## config.mk

```make
export PLATFORM = sky130hd
export DESIGN_NAME = bus_arbiter_rr
export DESIGN_NICKNAME = d
export VERILOG_FILES = /design/src/rtl/bus_arbiter_rr.sv
export SDC_FILE = /design/constraint.sdc
export NUM_CORES = 1
export LEC_CHECK = 0
export BUFFER_PORTS_ARGS = -buffer_cell sky130_fd_sc_hd__buf_2
export CORE_AREA = 2 2 39 41
export CTS_BUF_LIST = sky130_fd_sc_hd__clkbuf_16
export DETAILED_ROUTE_END_ITERATION = 16
export DIE_AREA = 0 0 41 43
export HOLD_SLACK_MARGIN = 0.1
export PLACE_DENSITY = 0.71
export SYNTH_ARGS = -nofsm -noshare
export SYNTH_HDL_FRONTEND = slang
export SYNTH_SLANG_ARGS = --single-unit
```

## constraint.sdc

```tcl
create_clock -name clk -period 2.3 [get_ports clk]
set_input_delay 0.23 -clock clk [delete_from_list [all_inputs] [get_ports clk]]
set_output_delay 0.23 -clock clk [all_outputs]
set_load 0.05 [all_outputs]
```

## src/rtl/bus_arbiter_rr.sv

```systemverilog
// Round-robin bus arbiter for NUM_MASTERS masters with a bounded-hold counter that forces rotation under contention.
// Optional owner lock (mLock_ port) is enabled by defining BUS_ARB_LOCK_EN.
module bus_arbiter_rr #(
  parameter int NUM_MASTERS = 4,
  parameter int OWNER_W     = $clog2(NUM_MASTERS),
  parameter int MAX_HOLD    = 16,
  parameter int HOLD_W      = (MAX_HOLD > 0) ? $clog2(MAX_HOLD + 1) : 1
) (
  input  logic                   clk,
  input  logic                   reset,
  input  logic [NUM_MASTERS-1:0] mReq_,
`ifdef BUS_ARB_LOCK_EN
  input  logic [NUM_MASTERS-1:0] mLock_,
`endif
  output logic [NUM_MASTERS-1:0] mGrnt_,
  output logic [OWNER_W-1:0]     owner,
  output logic                   preempt
);

  typedef enum logic [1:0] {
    ARB_RELEASE,  // owner no longer requests
    ARB_SOLE,     // owner requests, nobody else does
    ARB_CONTEND   // owner requests and another master is waiting
  } arb_case_e;

  localparam bit                HOLD_EN   = (MAX_HOLD != 0);
  localparam logic [HOLD_W-1:0] HOLD_LAST = HOLD_W'(HOLD_EN ? MAX_HOLD - 1 : 0);

  logic [OWNER_W-1:0] r_owner;
  logic [HOLD_W-1:0]  r_hold;
  logic               r_preempt;

  logic [OWNER_W-1:0] w_next;
  logic               w_other_req;
  logic               w_owner_req;
  logic               w_locked;
  arb_case_e          w_case;
  logic [OWNER_W-1:0] w_owner_nxt;
  logic [HOLD_W-1:0]  w_hold_nxt;
  logic               w_preempt_nxt;

  // Scan from the farthest candidate to the nearest so the nearest requester,
  // in owner+1, owner+2, ... order, is the last one written and wins.
  // NOTE: every signal assigned in an always_comb gets a default at the top;
  // a path that leaves one unassigned would infer a latch.
  always_comb begin
    int idx;
    idx         = 0;
    w_next      = r_owner;
    w_other_req = 1'b0;
    for (int k = NUM_MASTERS - 1; k >= 1; k--) begin
      idx = int'(r_owner) + k;
      if (idx >= NUM_MASTERS) idx = idx - NUM_MASTERS;
      if (!mReq_[OWNER_W'(idx)]) begin
        w_next      = OWNER_W'(idx);
        w_other_req = 1'b1;
      end
    end
  end

  assign w_owner_req = ~mReq_[r_owner];

`ifdef BUS_ARB_LOCK_EN
  assign w_locked = ~mLock_[r_owner] & w_owner_req;
`else
  assign w_locked = 1'b0;
`endif

  always_comb begin
    if (!w_owner_req)     w_case = ARB_RELEASE;
    else if (w_other_req) w_case = ARB_CONTEND;
    else                  w_case = ARB_SOLE;
  end

  always_comb begin
    w_owner_nxt   = r_owner;
    w_hold_nxt    = '0;
    w_preempt_nxt = 1'b0;
    unique case (w_case)
      ARB_RELEASE: w_owner_nxt = w_next;
      ARB_SOLE:    w_owner_nxt = r_owner;
      ARB_CONTEND: begin
        if (w_locked) begin
          w_hold_nxt = r_hold;
        end else if (HOLD_EN && (r_hold == HOLD_LAST)) begin
          w_owner_nxt   = w_next;
          w_preempt_nxt = 1'b1;
        end else if (HOLD_EN) begin
          w_hold_nxt = r_hold + 1'b1;
        end
      end
      default: w_owner_nxt = r_owner;
    endcase
  end

  // NOTE: state registers use non-blocking assignments so every flop samples
  // the pre-edge values regardless of process ordering.
  always_ff @(posedge clk or negedge reset) begin
    if (!reset) begin
      r_owner   <= '0;
      r_hold    <= '0;
      r_preempt <= 1'b0;
    end else begin
      r_owner   <= w_owner_nxt;
      r_hold    <= w_hold_nxt;
      r_preempt <= w_preempt_nxt;
    end
  end

  // The bus always parks on the owner, so exactly one grant is low.
  always_comb begin
    mGrnt_          = '1;
    mGrnt_[r_owner] = 1'b0;
  end

  assign owner   = r_owner;
  assign preempt = r_preempt;

endmodule
```

==> flow_summary.yaml <==
run_status:
  status: "complete, no violations"
worst_setup_path:
  end_kind: "flip-flop"
  worstPathMaxFanout: 11
  cp.required_ns: 2.45
  worst-endpoint-arrival_ns: 2.10
  path_class: "reg2reg"
  cp-start-kind: "flip-flop"
floorplan:
  fp-row-count: 14
  die_area_um2: 1760
  fp.dieH_um: 43
  initial_core_util_pct: 46.0
  core_region_area_um2: 1380
  fp.dieW_um: 41
  io-pin-count: 13
final_layout:
  seqCellArea_um2: 200
  fillCellCount: 122
  area_delta_synth_final_pct: 20.0
  drive_gt1_share_pct: 30.7
  final_core_util_pct: 55.2
  final_nets: 88
  antenna_cells: 0
  fin_area_um2: 764
  multi_input_area_um2: 377
synth:
  synth_xor_area_share_pct: 2.75
  synth-compound-area-share_pct: 16.7
  yosys_warnings: 0
  yosys-top-cells-area: "dfrtp_1 31%, ha_1 9.8%, mux2i_1 7.9%, inv_1 3.5%, mux4_2 3.5%"
  yosys.area_share.simple_pct: 16.7
  synth_cell_types: 31
  synth-seq-cells: 8
  postSynthAreaPerCell_um2: 9.80
  ys_seq_area_share_pct: 31.4
  yosysMostFrequentCell: "dfrtp_1"
  netlist_area_um2: 637
  synth_fp_nets: 76
  synth_area_leader_cell: "dfrtp_1"
  synth_mux_area_share_pct: 13.2
  synth_common_cells: "8 x dfrtp_1, 6 x inv_1, 5 x ha_1, 5 x mux2i_1, 5 x nand2_1"
  synth_ff_type: "dfrtp_1"
  synth_top_family_by_area: "compound AO/OA/AOI/OAI gates"
  synth-edff-count: 0
  synth_top_area_share_pct: 31.4
  synth_fa_ha_area_share_pct: 9.82
  synthArstFlopShare_pct: 100
  syn_inst: 65
cts:
  clk_root_buffer_cell: "clkbuf_16"
  htreeDepth: 1
  cts_sinks: 8
  clk_latency_ns: 0.23
  cts_buffer_depth: 2
  cts-resized-gates: 0
  numCtsBuffers: 3
  cts_tree: "done"
  post_cts_buffers: 0
  clk_pin_slew_ns: 0.04
detailed_routing:
  wire_per_inst_um: 12.5
  drc: 0
  ant_nets: 0
  vias: 502
  wirelength_mm: 1.14
  drt_pass1_iterations: 4
  drt_iter0_markers: 4
  avgViaCountPerCell: 5.52
power:
  p_leak_nw: 0.383
  p_int_mw: 0.624
  swShare_pct: 45.7
  ir_drop_mv: 0.955
  p_switching_mw: 0.525
  p_per_area_nw_per_um2: 1500
  power_frac_clock_pct: 25.0
  power_frac_comb_pct: 53.5
  pwr-share-seq_pct: 21.5
timing:
  hold_viol_final: 0
  finalCritPeriodShare_pct: 84.8
  finalSetupTns_ns: 0
  worst_slack_ns: 0.349
  relSlewSlack_pct: 74.9
  holdWs_ns: 0.368
  setup_violations: 0
  finalCriticalPeriod_ns: 1.95
  worstMarginPinSlew_ns: 0.377
  fmaxAchievable_mhz: 513
  rsz0062_at_grt: "false"
  fin_skew_ns: 0.00287
  slew_viol_final: 0
grt:
  grt_pass1_vias: 476
  grt_max_degree: 12
  grt_usage_pct: 16.9
  grt_pass1_wl_mm: 2.01
  antenna_found_initial: 0
  overflow: 0
placed_design:
  post-place-ws_ns: 0.372
  dp_hpwl_um: 863
  globalplace.congestion: 0.743
  dpl-instance-area_um2: 679
  portBuffers: 12
job:
  max_cap_viol_count: 0
worst_hold_path:
  hp-class: "in2async"
-- logic make-up (layout without fill, tap and decap cells) --
kind of cell / count (synthesis) / in the layout
XOR/XNOR: 2 / 2
multiplexers: 7 / 7
flip-flops: 8 / 8
adder cells (fa/ha/maj): 5 / 5
buffers and inverters: 12 / 22
AO/OA/AOI/OAI: 13 / 13
AND/OR/NAND/NOR: 18 / 18
-- final timing paths --
check / start / end / slack (ns) / cells past startpoint
max in group asynchronous: reset / r_hold[4] / 1.77 / 2
max reg2reg: owner[1] / owner[1] / 0.35 / 5
min: reset / r_hold[0] / 0.37 / 2
min in group clk: r_hold[0] / r_hold[0] / 0.46 / 1
min reg2reg: r_hold[0] / r_hold[0] / 0.46 / 1
max: owner[1] / owner[1] / 0.35 / 5
-- critical path, stage by stage, from the launching register on --
cell and delay (ns):
dfrtp_1 0.56, mux4_2 0.60, nor3_4 0.26, o21ai_2 0.12, o2111ai_2 0.11, mux2i_1 0.21
-- power groups by stage --
stage          registers, mW  logic [mW]  clock network, mW
5_1_grt                0.257       0.672              0.300
3_3_place_gp           0.243       0.603                  0
2_1_floorplan          0.270       0.494                  0
4_1_cts                0.248       0.622              0.294
6_report               0.247       0.615              0.287
3_5_place_dp           0.248       0.615                  0
-- routing by layer --
| layer | GRT usage [%] | vias to the layer above | share of wire, % |
|---|---|---|---|
| li1 | - | 249 | - |
| met1 | 23.7 | 244 | 47 |
| met2 | 25.3 | 7 | 50 |
| met3 | 1.57 | 2 | 1.1 |
| met4 | 8.00 | 0 | 1.6 |
| met5 | 0 | - | 0 |
-- state kept, by name, indices dropped and copies added, names as in the netlist --
register and flops:
owner 2, preempt 1, r_hold 5
-- cell usage in the layout, fill, tap and decap left out, drive strengths merged, types with 2 or more instances in the layout --
cell     Yosys  routed
o2bb2ai      2       2
a21o         2       2
o211a        2       2
o21ai        2       2
a21oi        2       2
inv          6       6
nor2         3       3
nand4        2       2
nand3        2       2
dfrtp        8       8
clkbuf       1       3
buf          5      12
ha           5       5
nand2        5       5
mux2i        5       5
-- timing repair --
item	4_1_cts	5_1_grt
endpoints found under the setup margin	0	0
endpoints found under the hold margin	8	0
hold buffers	1	0
-- through the flow --
step                      power (mW)  instances
after CTS                       1.16         91
after global routing            1.23         91
after detailed placement       0.862         87
after global placement         0.846         87
after floorplan                0.764         65
final                           1.15         91
-- layout make-up --
| cell class | instances | area share (%) |
|---|---|---|
| multi-input combinational | 45 | 49.3 |
| inverter | 6 | 2.95 |
| tap | 16 | 2.62 |
| clock buffer | 3 | 9.82 |
| sequential | 8 | 26.2 |
| timing repair buffer | 13 | 9.17 |
No activity file was read; power rests on OpenSTA's default activity.
